===== src/rtl/ps2_keypad_if.sv =====
// Keypad bus between the hps_io key-event side and the system1 switch inputs.
// The master drives key events and on-screen switches. The slave returns the switch levels.
interface ps2_keypad_if;
   logic [10:0] ps2_key;
   logic [24:0] sw_in;
   logic [24:0] sw;
   logic        swrst;
   logic        tick_ms;

   modport master (output ps2_key, sw_in, input sw, swrst, tick_ms);
   modport slave  (input ps2_key, sw_in, output sw, swrst, tick_ms);
endinterface


===== src/rtl/ps2_keypad.sv =====
// PS/2 event bus to system1 keypad switch levels.
// Key presses are stretched to a minimum hold time, and F1 becomes a timed reset pulse.
module ps2_keypad_lane #(
   parameter int HOLD_MS = 20
) (
   input  logic clk,
   input  logic rst_n,
   input  logic make,
   input  logic brk,
   input  logic tick,
   output logic lvl
);
   localparam int HW = $clog2(HOLD_MS + 1);

   logic          key_state;
   logic [HW-1:0] hold_cnt;

   always_ff @(posedge clk or negedge rst_n) begin
      if (!rst_n) begin
         key_state <= 1'b0;
         hold_cnt  <= '0;
      end else begin
         if (make)     key_state <= 1'b1;
         else if (brk) key_state <= 1'b0;
         // A make reloads the counter, and this takes priority over a tick that occurs on the same edge.
         if (make)                         hold_cnt <= HW'(HOLD_MS);
         else if (tick && hold_cnt != '0)  hold_cnt <= hold_cnt - 1'b1;
      end
   end

   assign lvl = key_state | (hold_cnt != '0);
endmodule

module ps2_keypad #(
   parameter int CLK_HZ  = 25000000,
   parameter int HOLD_MS = 20,
   parameter int RST_MS  = 50
) (
   input logic         clk,
   input logic         rst_n,
   ps2_keypad_if.slave bus
);
   localparam int NUM_LANES = 24;
   localparam int DIV       = CLK_HZ / 1000;
   localparam int PW        = (DIV > 1) ? $clog2(DIV) : 1;
   localparam int RW        = $clog2(RST_MS + 1);

   logic [PW-1:0]          pre;
   logic                   tick;
   logic                   primed, prev_toggle, evt;
   logic                   hit;
   logic [4:0]             idx;
   logic [NUM_LANES-1:0]   make_vec, brk_vec, key_lvl;
   logic                   f1_make;
   logic [RW-1:0]          rst_cnt;
   logic [24:0]            sw_q;

   wire       pressed = bus.ps2_key[9];
   wire       ext     = bus.ps2_key[8];
   wire [7:0] code    = bus.ps2_key[7:0];

   assign tick = (pre == PW'(DIV - 1));

   always_ff @(posedge clk or negedge rst_n) begin
      if (!rst_n)    pre <= '0;
      else if (tick) pre <= '0;
      else           pre <= pre + 1'b1;
   end

   // The first edge after reset only samples the toggle level.
   // This prevents a stale level from appearing as an event.
   always_ff @(posedge clk or negedge rst_n) begin
      if (!rst_n) begin
         primed      <= 1'b0;
         prev_toggle <= 1'b0;
      end else if (!primed) begin
         primed      <= 1'b1;
         prev_toggle <= bus.ps2_key[10];
      end else if (evt) begin
         prev_toggle <= bus.ps2_key[10];
      end
   end

   assign evt = primed && (bus.ps2_key[10] != prev_toggle);

   always_comb begin
      hit = 1'b1;
      idx = 5'd0;
      case ({ext, code})
         9'h045: idx = 5'd0;
         9'h016: idx = 5'd1;
         9'h01E: idx = 5'd2;
         9'h026: idx = 5'd3;
         9'h025: idx = 5'd4;
         9'h02E: idx = 5'd5;
         9'h036: idx = 5'd6;
         9'h03D: idx = 5'd7;
         9'h03E: idx = 5'd8;
         9'h046: idx = 5'd9;
         9'h01C: idx = 5'd10;
         9'h032: idx = 5'd11;
         9'h021: idx = 5'd12;
         9'h023: idx = 5'd13;
         9'h024: idx = 5'd14;
         9'h02B: idx = 5'd15;
         9'h03A: idx = 5'd16;
         9'h04B: idx = 5'd17;
         9'h034: idx = 5'd18;
         9'h02D: idx = 5'd19;
         9'h04D: idx = 5'd20;
         9'h175: idx = 5'd21;
         9'h01B: idx = 5'd22;
         9'h172: idx = 5'd23;
         9'h005: idx = 5'd24;
         default: hit = 1'b0;
      endcase
   end

   always_comb begin
      make_vec = '0;
      brk_vec  = '0;
      for (int i = 0; i < NUM_LANES; i++) begin
         make_vec[i] = evt && hit && pressed  && (idx == 5'(i));
         brk_vec[i]  = evt && hit && !pressed && (idx == 5'(i));
      end
   end

   assign f1_make = evt && hit && pressed && (idx == 5'd24);

   for (genvar i = 0; i < NUM_LANES; i++) begin : g_lane
      ps2_keypad_lane #(.HOLD_MS(HOLD_MS)) u_lane (
         .clk   (clk),
         .rst_n (rst_n),
         .make  (make_vec[i]),
         .brk   (brk_vec[i]),
         .tick  (tick),
         .lvl   (key_lvl[i])
      );
   end

   always_ff @(posedge clk or negedge rst_n) begin
      if (!rst_n)                      rst_cnt <= '0;
      else if (f1_make)                rst_cnt <= RW'(RST_MS);
      else if (tick && rst_cnt != '0)  rst_cnt <= rst_cnt - 1'b1;
   end

   always_ff @(posedge clk or negedge rst_n) begin
      if (!rst_n) begin
         sw_q <= '0;
      end else begin
         sw_q[23:0] <= key_lvl | bus.sw_in[23:0];
         sw_q[24]   <= (rst_cnt != '0) | bus.sw_in[24];
      end
   end

   assign bus.sw      = sw_q;
   assign bus.swrst   = sw_q[24];
   assign bus.tick_ms = tick;
endmodule


===== src/flat_wrapper.sv =====
// flat-port wrapper written by rule: the top's interface ports become plain ports
module ps2_keypad_flat 
#(
   parameter int CLK_HZ  = 25000000,
   parameter int HOLD_MS = 20,
   parameter int RST_MS  = 50
)
  (clk, rst_n, bus_ps2_key, bus_sw_in, bus_sw, bus_swrst, bus_tick_ms);
  ps2_keypad_if bus_i ();
  input logic clk;
  input logic rst_n;
  input wire logic [$bits(bus_i.ps2_key)-1:0] bus_ps2_key;
  input wire logic [$bits(bus_i.sw_in)-1:0] bus_sw_in;
  output wire logic [$bits(bus_i.sw)-1:0] bus_sw;
  output wire logic [$bits(bus_i.swrst)-1:0] bus_swrst;
  output wire logic [$bits(bus_i.tick_ms)-1:0] bus_tick_ms;
  assign bus_i.ps2_key = bus_ps2_key;
  assign bus_i.sw_in = bus_sw_in;
  assign bus_sw = bus_i.sw;
  assign bus_swrst = bus_i.swrst;
  assign bus_tick_ms = bus_i.tick_ms;
  ps2_keypad #(.CLK_HZ(CLK_HZ), .HOLD_MS(HOLD_MS), .RST_MS(RST_MS)) u_core (.clk(clk), .rst_n(rst_n), .bus(bus_i));
endmodule

===== config.mk =====
export PLATFORM = sky130hd
export DESIGN_NAME = ps2_keypad_flat
export DESIGN_NICKNAME = d
export VERILOG_FILES = /design/src/rtl/ps2_keypad_if.sv /design/src/rtl/ps2_keypad.sv /design/src/flat_wrapper.sv
export SDC_FILE = /design/constraint.sdc
export NUM_CORES = 1
export LEC_CHECK = 0
export ABC_AREA = 0
export BUFFER_PORTS_ARGS = -buffer_cell sky130_fd_sc_hd__buf_4
export CAP_MARGIN = 25
export CORE_MARGIN = 2
export CORE_UTILIZATION = 55
export DETAILED_ROUTE_END_ITERATION = 12
export GPL_TIMING_DRIVEN = 0
export PLACE_DENSITY_LB_ADDON = 0.12
export SLEW_MARGIN = 20
export SYNTH_ARGS = -nofsm -noshare
export SYNTH_HDL_FRONTEND = slang
export SYNTH_SLANG_ARGS = --single-unit

===== constraint.sdc =====
create_clock -name clk -period 2.1 [get_ports clk]
set_input_delay 0.42 -clock clk [delete_from_list [all_inputs] [get_ports clk]]
set_output_delay 0.42 -clock clk [all_outputs]
set_load 0.005 [all_outputs]

-- After elaboration in Yosys (flattened, before gate mapping)
Cells that the tools add are included.
- register bits: 192
- word-level logic and storage cells: 415
- add/sub/neg operators: 26
- equality and inequality tests: 52
- multiplexer cells: 103
- bitwise gates (word level): 26
- reductions and logical operators: 155
- operators by type and width (cell ; number):
    5-bit 2-to-1 mux ; 48
    9-bit by 6-bit equality test with 1-bit output, second input constant ; 14
    5-bit one-hot mux with 24 select lines ; 1
    5-bit nonzero test ; 24
    5-bit by 1-bit subtractor with 5-bit output, second input constant ; 24
    2-bit nonzero test ; 49
    1-bit logical AND ; 78
    1-bit 2-to-1 mux ; 51
    5-bit equality test, second input constant ; 9
    5-bit by 4-bit equality test with 1-bit output, second input constant ; 8
    9-bit by 5-bit equality test with 1-bit output, second input constant ; 4
    9-bit by 7-bit equality test with 1-bit output, second input constant ; 4
    1-bit bitwise OR ; 25
    25-bit OR reduction ; 1
    24-bit bitwise OR ; 1
    5-bit by 3-bit equality test with 1-bit output, second input constant ; 4
    9-bit equality test, second input constant ; 2
    15-bit by 1-bit adder with 15-bit output, second input constant ; 1
    15-bit equality test, second input constant ; 1
    15-bit 2-to-1 mux ; 1
    6-bit 2-to-1 mux ; 2
    5-bit by 2-bit equality test with 1-bit output, second input constant ; 2
    9-bit by 3-bit equality test with 1-bit output, second input constant ; 1
    6-bit nonzero test ; 1
    other kinds (6) ; 6

-- Depth between registers and ports, before layout
Gate-level depths: netlist of the first run.
- word-level depth: 8
- mapped depth: 11
- depth with buffers taken out: 8

-- Cells and area by module
From an unflattened synthesis of the first run, not the netlist that was laid out.
- cells, all modules: 1084
- area total of the unflattened synthesis: 10427.5 um^2
- by module, submodules not included (module ; times used ; cells each ; area each (um^2)):
    ps2_keypad_lane ; 24 ; 31 ; 305.3
    ps2_keypad ; 1 ; 340 ; 3100.5

-- Least setup slack after synthesis of the first run
OpenSTA, ideal clock, no wires.
- path kind: input-to-reg
- from: in bus_ps2_key[5]
- to: reg u_core.g_lane[11].u_lane.key_state
- arrival: 2.663 ns
- required time: 1.972 ns
- setup slack: -0.691 ns
- cell stages on the path: 9
- buffers on the path: 2
- cells stage by stage: buf_2 and4b_1 o2111ai_2 a21bo_1 or3_1 buf_2 or4_4 nor3_2 mux2_1
- cells in the longest elaborated chain, start to end: 7
- elaborated cells on any way between the ends: 36
- classes of those cells: eq/ne: 26; mux: 3; reduce/logical: 7
- RTL lines (what ; RTL line ; source):
    from (decl) ; flat_wrapper.sv:12 ; input wire logic [$bits(bus_i.ps2_key)-1:0] bus_ps2_key;
    parallel branches: the longest is 7 deep, another holds 5-bit one-hot mux with 24 select lines ; - ;
    to (signal assigned) ; ps2_keypad.sv:20 ; key_state <= 1'b0;
    to (signal assigned) ; ps2_keypad.sv:23 ; if (make) key_state <= 1'b1;
    to (signal assigned) ; ps2_keypad.sv:24 ; else if (brk) key_state <= 1'b0;
    to (decl) ; ps2_keypad.sv:15 ; logic key_state;
Several ways; the timed one is not identified.
A chain may end at the register's enable or synchronous reset.

-- Worst setup path after layout of the first run
- from: in bus_ps2_key[4]
- to: reg u_core.g_lane[10].u_lane.key_state
- cells in the longest elaborated chain, start to end: 7
- elaborated cells on any way between the ends: 36
- classes of those cells: eq/ne: 26; mux: 3; reduce/logical: 7
- RTL lines (what ; RTL line):
    parallel branches: the longest is 7 deep, another holds 5-bit one-hot mux with 24 select lines ; -
    to (signal assigned) ; ps2_keypad.sv:20
    to (signal assigned) ; ps2_keypad.sv:23
    to (signal assigned) ; ps2_keypad.sv:24
    to (decl) ; ps2_keypad.sv:15
Several ways; the timed one is not identified.

==> summary.md, run 1 <==
| Metric | Value |
|---|---|
| EDFF count, synth | `0` |
| Setup Skew | `~0.015 ns` |
| Period minus WS final | `2.63 ns` |
| Psw | `1.75 mW` |
| Largest net degree at the start of global routing | `90` |
| CTS tree | `done` |
| Skew-Pair Late Insertion Delay | `between 0.4 and 0.5 ns` |
| Global-route wire length before repair | `about 40000 µm` |
| Chip Width | `~140 µm` |
| Worst EP required | `about 2.4 ns` |
| Syn avg cell area | `around 9 µm²` |
| ANT nets after route | `0` |
| H-tree depth | `4` |
| Layout Nets | `~1300` |
| Worst Path Arrival | `slightly below 3 ns` |
| Comb power frac | `6.7%` |
| TritonRoute pass-1 iters | `5` |
| Share of the yosys chip area belonging to registers | `a little under 50%` |
| Row count | `48` |
| Remaining global-route overflow | `0` |
| Pins Over Slew Limit | `0` |
| Clock buffer depth | `2` |
| Relative slew slack | `42.5%` |
| Total power | `7.67 mW` |
| Final Setup Violations | `roughly 140` |
| Critical path startpoint category | `primary input` |
| Crit-path slowest cell | `or4_4` |
| Number of global-route vias before repair | `around 8000` |
| Syn nets | `around 1100` |
| Ys flop type | `dfrtp_1` |
| CP endpoint kind | `flop` |
| Clock share of power | `between 40% and 50%` |
| Slew @ Worst Pin | `about 0.86 ns` |
| Fmax | `about 380 MHz` |
| Fraction of registers with async set or reset after synthesis | `100%` |
| Commonest non-fill, non-tap cell in the layout | `dfrtp_1` |
| Reg power frac | `approximately half` |
| Port Buffer Count | `between 60 and 70` |
| IO Count | `65` |
| Initial antenna violation count | `0` |
| Number of buffers created by CTS | `17` |
| Max Cap Violations | `0` |
| Worst setup path class | `primary input to flop` |
| WL/cell | `about 18 µm` |
| Initial core utilization | `between 50% and 60%` |
| Die ar. | `about 19000 µm²` |
| Residual DRC count | `0` |
| Ant diodes | `0` |
| Pwr dens | `between 500 and 600 nW/µm²` |
| Die Span Y | `around 140 µm` |
| Int Pwr | `between 5 and 6 mW` |
| Worst-path fanout max | `5` |
| Cell mode on critical path | `buf_8` |
| Synth cell types | `64` |
| Initial drt markers | `512` |
| RSZ-0062 raised after global routing | `true` |
| Clock Tree Root | `clkbuf_16` |
| Crit path buffers/inverters | `5` |
| Slowest cell delay on critical path | `around 0.6 ns` |
| Share of layout cells above drive strength 1 | `33.5%` |
| Hold Violations, Final | `0` |
| Seq cells post-synth | `about 190` |
| Final HPWL DP | `between 15000 and 20000 µm` |
| Post-synthesis cell area | `9780 µm²` |
| Via count | `about 8300` |
| Area growth, synth to finish | `36.7%` |
| RePlAce Congestion | `about 0.89` |
| CTS sink count | `between 150 and 200` |
| Period Utilization, post-route | `125%` |
| Synth warn | `0` |
| Status | `finished, violations left` |
| Tightest Hold Check Type | `primary input to flop` |
| Reg clk slew, reported paths | `~0.070 ns` |
| Crit path max-delay family | `simple AND/OR/NAND/NOR gates` |
| Post-Route WL | `about 26000 µm` |
| Sw Ratio | `between 20% and 30%` |
| Post-Synthesis Cells | `1070` |
| Core area | `about 17000 µm²` |
| Leakage | `approximately 5.7 nW` |
| Setup tns final | `-35.54 ns` |
| Final worst setup slack | `-0.531 ns` |
| DR vias/cell | `about 5.6` |
| Worst VDD drop | `0.689 mV` |
| Most frequent cells in the layout | `dfrtp_1 (192), nor2_1 (171), nand2_1 (130), buf_4 (123), inv_1 (54)` |
| Failing checks | `negative setup slack` |
| Gr usage total | `between 20% and 30%` |
| Critical path, cell by cell | `buf_8, buf_8, buf_8, buf_12, xor2_2, mux2i_1, nor2_2, or3_4, or4_4, buf_6, nor2_4, mux2_4` |
## layer usage
layer | share of wire (%) | up-vias | GRT usage (%)
met3 | 4.4 | 60 | 4.34
met4 | 2.8 | 0 | 10.2
li1 | - | 3914 | -
met5 | 0 | - | 0
met1 | 42 | 4139 | 36.1
met2 | 50 | 228 | 46.6
## path summary, 6_finish.rpt
check	startpoint	endpoint	slack (ns)	cells after the start
worst min register to register	u_core.g_lane[13].u_lane.key_state	u_core.bus.sw[13]	0.47	2
worst min-delay path	bus_sw_in[13]	u_core.bus.sw[13]	0.16	3
min in group asynchronous	rst_n	u_core.pre[5]	0.41	2
worst max-delay path	bus_ps2_key[4]	u_core.g_lane[10].u_lane.key_state	-0.53	12
max in group asynchronous	rst_n	u_core.g_lane[19].u_lane.hold_cnt[2]	0.61	4
worst max register to register	u_core.prev_toggle	u_core.g_lane[3].u_lane.key_state	-0.28	6
## sequential cells by signal, summed over array words and instances, names as in the netlist
signal	cells
u_core.primed	1
u_core.pre	15
u_core.g_lane.u_lane.hold_cnt	120
u_core.rst_cnt	6
u_core.bus.sw	25
u_core.g_lane.u_lane.key_state	24
u_core.prev_toggle	1
## synth_stat cells (3+ instances only)
cell | number | area share (%)
nand2_1 | 162 | 6.2
o22ai_1 | 3 | 0.19
nand4_1 | 12 | 0.77
o21ai_0 | 54 | 2.8
a31oi_1 | 4 | 0.26
nor4_1 | 12 | 0.77
xor2_1 | 50 | 4.5
or2_2 | 3 | 0.19
mux2i_1 | 3 | 0.31
clkbuf_1 | 18 | 0.69
ha_1 | 28 | 3.6
nor2_1 | 219 | 8.4
nor4b_1 | 5 | 0.45
and3b_1 | 3 | 0.27
nor3_1 | 22 | 1.1
dfrtp_1 | 192 | 49
inv_1 | 55 | 2.1
nor3b_1 | 6 | 0.46
or3_1 | 3 | 0.19
mux2_2 | 16 | 1.8
buf_2 | 9 | 0.46
nor2b_1 | 9 | 0.58
nand3b_1 | 4 | 0.31
nand2b_1 | 8 | 0.51
and3_1 | 7 | 0.45
a21oi_1 | 10 | 0.51
xnor2_1 | 39 | 3.5
and2_1 | 16 | 1.0
buf_6 | 5 | 0.58
mux2_1 | 3 | 0.35
and4b_1 | 4 | 0.41
a211oi_1 | 16 | 1.2
nor4bb_1 | 3 | 0.31
nand3_1 | 25 | 1.3
## through the flow
stage | worst slack [ns] | hold slack [ns] | cells | utilization (%) | cell area [µm²]
after floorplan | -0.684 | 0.124 | 1070 | - | 10100
after global routing | -0.560 | 0.164 | 1491 | 77.1 | 13400
after detailed placement | -1.15 | 0.282 | 1360 | 62.9 | 10900
after CTS | -0.493 | 0.152 | 1472 | 73.6 | 12800
after global placement | -1.08 | 0.444 | 1358 | 62.6 | 10900
final | -0.531 | 0.157 | 1491 | 77.1 | 13400
## area by class of cell
class	instances	area, µm²
well taps	225	282
inverters	55	211
plain buffers	31	327
flip-flops and latches	192	4800
clock inverters	8	126
fillers	1137	3980
clock buffers	24	482
repair buffers	168	1530
multi-input cells	788	5620
## power groups by stage
| stage | logic, mW | registers [mW] | clock network [mW] |
|---|---|---|---|
| floorplan | 0.194 | 3.81 | 0 |
| global placement | 0.374 | 3.81 | 0 |
| detailed placement | 0.396 | 3.81 | 0 |
| CTS | 0.476 | 3.74 | 3.43 |
| global route | 0.554 | 3.75 | 3.57 |
| finish | 0.512 | 3.74 | 3.42 |
## what timing repair did
action,4_1_cts,5_1_grt
setup buffers,78,30
hold buffers,1,0
endpoints found under the hold margin,25,0
setup endpoints to repair,147,147
gates resized for setup,161,127
pin swaps,45,63
cloned,2,1
## tightest hold or removal path: stages
cell	delay [ns]
buf_4	0.07
nor2_1	0.03
nand2_1	0.05
## cells by family after synthesis
group,after synthesis,share of synthesized area (%)
muxes,22,2.49
adders and majority gates,28,3.58
buffers and inverters,90,4.14
DFF,192,49.1
xor gates and xnor gates,89,7.97
AOI/OAI and AO/OA,103,6.46
other,1,0.0383
and+or+nand+nor,545,26.2
(Power assumes the default switching activity.)
==> run 2: changes to the inputs <==
- TNS_END_PERCENT: default -> 30
==> run 2 against run 1 <==
Global-route usage is 1.5 points lower; hold slack worse by 0.0036 ns; flip-flop and latch count stayed put; the run still ends with negative setup slack left; clock-buffer cell count is 3 lower; largest cell class unchanged; register-to-register slack better by 0.07 ns; wire length is 11% lower; worst setup slack worse by 0.014 ns; fmax is 0.54% lower.
==> summary.md, run 2 (synthesized netlist as in run 1, its figures left out) <==
| Metric | Value |
|---|---|
| Biggest register | `u_core.g_lane.u_lane.hold_cnt` |
| Largest net degree at the start of global routing | `between 80 and 90` |
| Sw Ratio | `between 20 and 25%` |
| Placed insts | `around 1400` |
| Comb power frac | `under 10%` |
| Max FFs per register | `between 100 and 150` |
| Initial core utilization | `a little under three fifths` |
| Clock Tree Root | `clkbuf_16` |
| Critical R2R Capture | `u_core.g_lane[23].u_lane.hold_cnt[3]` |
| Chip Width | `approximately 140 µm` |
| Remaining global-route overflow | `0` |
| Core area | `between 15000 and 20000 µm²` |
| RSZ-0062 raised after global routing | `true` |
| Psw | `1.75 mW` |
| ANT nets after route | `0` |
| TritonRoute pass-1 iters | `5` |
| Initial antenna violation count | `0` |
| Worst setup path class | `primary input to flop` |
| Worst VDD drop | `between 0.5 and 0.6 mV` |
| Period minus WS final | `about 2.6 ns` |
| Leakage | `between 5 and 6 nW` |
| Max Cap Violations | `0` |
| R2R Path Start | `u_core.prev_toggle` |
| Reg2Reg Setup Slack | `-0.21 ns` |
| Tightest Hold Check Type | `primary input to flop` |
| Int Pwr | `between 5 and 6 mW` |
| IO Count | `between 60 and 70` |
| Reg power frac | `between 40 and 50%` |
| Final HPWL DP | `around 16000 µm` |
| Slew @ Worst Pin | `around 0.74 ns` |
| Skew-Pair Late Insertion Delay | `~0.44 ns` |
| WL/cell | `16.3 µm` |
| Setup tns final | `-30.60 ns` |
| Failing checks | `negative setup slack` |
| Status | `finished, violations left` |
| Relative slew slack | `roughly half` |
| Worst setup endpoint | `u_core.g_lane[11].u_lane.key_state` |
| Worst EP required | `around 2.4 ns` |
| Die Span Y | `~140 µm` |
| Reg clk slew, reported paths | `approximately 0.07 ns` |
| Number of global-route vias before repair | `roughly 7400` |
| CP startpoint | `bus_ps2_key[4]` |
| Initial drt markers | `313` |
| Global-route wire length before repair | `37400 µm` |
| Pins Over Slew Limit | `0` |
| Clock buffer depth | `2` |
| Port Buffer Count | `63` |
| Worst Path Arrival | `around 3.0 ns` |
| Die ar. | `approximately 19000 µm²` |
| Hold Violations, Final | `0` |
| Clock share of power | `about 45%` |
| Hold depth | `3` |
| Residual DRC count | `0` |
| Ant diodes | `0` |
| Final Setup Violations | `~120` |
| Pwr dens | `610 nW/µm²` |
| Commonest non-fill, non-tap cell in the layout | `nor2_1` |
| H-tree depth | `4` |
| Most frequent cells in the layout | `nor2_1 (193), dfrtp_1 (190), nand2_1 (153), buf_4 (100), inv_1 (54)` |
| Gr usage total | `26.1%` |
| Setup Skew | `0.0108 ns` |
| CTS sink count | `~190` |
| Worst-path fanout max | `7` |
| Fillcell total | `1267` |
| Via count | `about 7900` |
| Fmax | `between 300 and 400 MHz` |
| Reg2reg path depth | `8` |
| Final cell count without fillers | `around 1400` |
| Area growth, synth to finish | `27.7%` |
| Period Utilization, post-route | `126%` |
| Post-Route WL | `23500 µm` |
| Critical path startpoint category | `primary input` |
| CP endpoint kind | `flop` |
| Final worst setup slack | `-0.545 ns` |
| Share of layout cells above drive strength 1 | `25.7%` |
| Row count | `48` |
| RePlAce Congestion | `around 0.90` |
| DR vias/cell | `5.45` |
| Layout Nets | `roughly 1300` |
| Number of buffers created by CTS | `17` |
| CTS tree | `done` |
## run 2: cell types whose count changed in the layout (fill, tap and decap cells not counted), sizes merged
cell      previous run  this run
buf                187       133
clkbuf              35        37
clkinvlp             0         2
inv                 56        58
clkinv               4         3
## run 2: worst min-delay path by stage
stage | endpoint | startpoint
floorplan | u_core.bus.sw[0] | rst_n
global placement | u_core.pre[0] | u_core.pre[0]
detailed placement | u_core.pre[9] | rst_n
CTS | u_core.bus.sw[19] | bus_sw_in[19]
global route | u_core.bus.sw[18] | bus_sw_in[18]
finish | u_core.bus.sw[22] | bus_sw_in[22]
## run 2: per-layer routing
metal / vias to the layer above / share of wire, % / track usage [%]
met5: - / 0 / 0
met4: 0 / 1.5 / 8.19
met1: 3858 / 47 / 35.7
met3: 29 / 3.5 / 5.41
met2: 147 / 48 / 42.0
li1: 3825 / - / -
## run 2: power by group through the flow
stage	clock (mW)	sequential (mW)	combinational (mW)
global placement	0	3.81	0.361
detailed placement	0	3.81	0.379
CTS	3.46	3.74	0.433
floorplan	0	3.81	0.183
finish	3.42	3.74	0.452
global route	3.62	3.74	0.496
## run 2: per-stage QoR
stage	worst slack (ns)	hold slack [ns]	power [mW]	area (µm²)	utilization [%]
after floorplan	-0.684	0.124	3.99	9980	-
after global placement	-1.11	0.440	4.17	10700	61.9
after detailed placement	-1.11	0.329	4.19	10800	62.2
after CTS	-0.505	0.143	7.63	12200	70.2
after global routing	-0.582	0.153	7.85	12500	72.0
final	-0.545	0.154	7.62	12500	72.0
## run 2: cell type report
class	count	area, µm²	area share, %
plain buffers	34	359	2.87
clock buffers	21	460	3.69
clock inverters	11	153	1.22
inverters	55	206	1.65
multi-input cells	788	5250	42.0
flip-flops and latches	192	4810	38.5
well taps	225	282	2.25
repair buffers	116	977	7.82
## run 2: critical path: stages
cell and delay [ns]:
buf_8 0.10, buf_8 0.12, buf_8 0.13, or4b_4 0.54
or3_4 0.39, nand4_1 0.16, nor4_2 0.07, or4_4 0.52
nor3_4 0.22, mux2_4 0.31
## run 2: timing repair
| action | in CTS | in global routing |
|---|---|---|
| pin swaps | 43 | 14 |
| resized for setup | 127 | 55 |
| setup buffers | 39 | 10 |
| gates cloned | 1 | 0 |
| hold endpoints to repair | 39 | 0 |
| endpoints found under the setup margin | 147 | 150 |
| hold buffers | 1 | 0 |
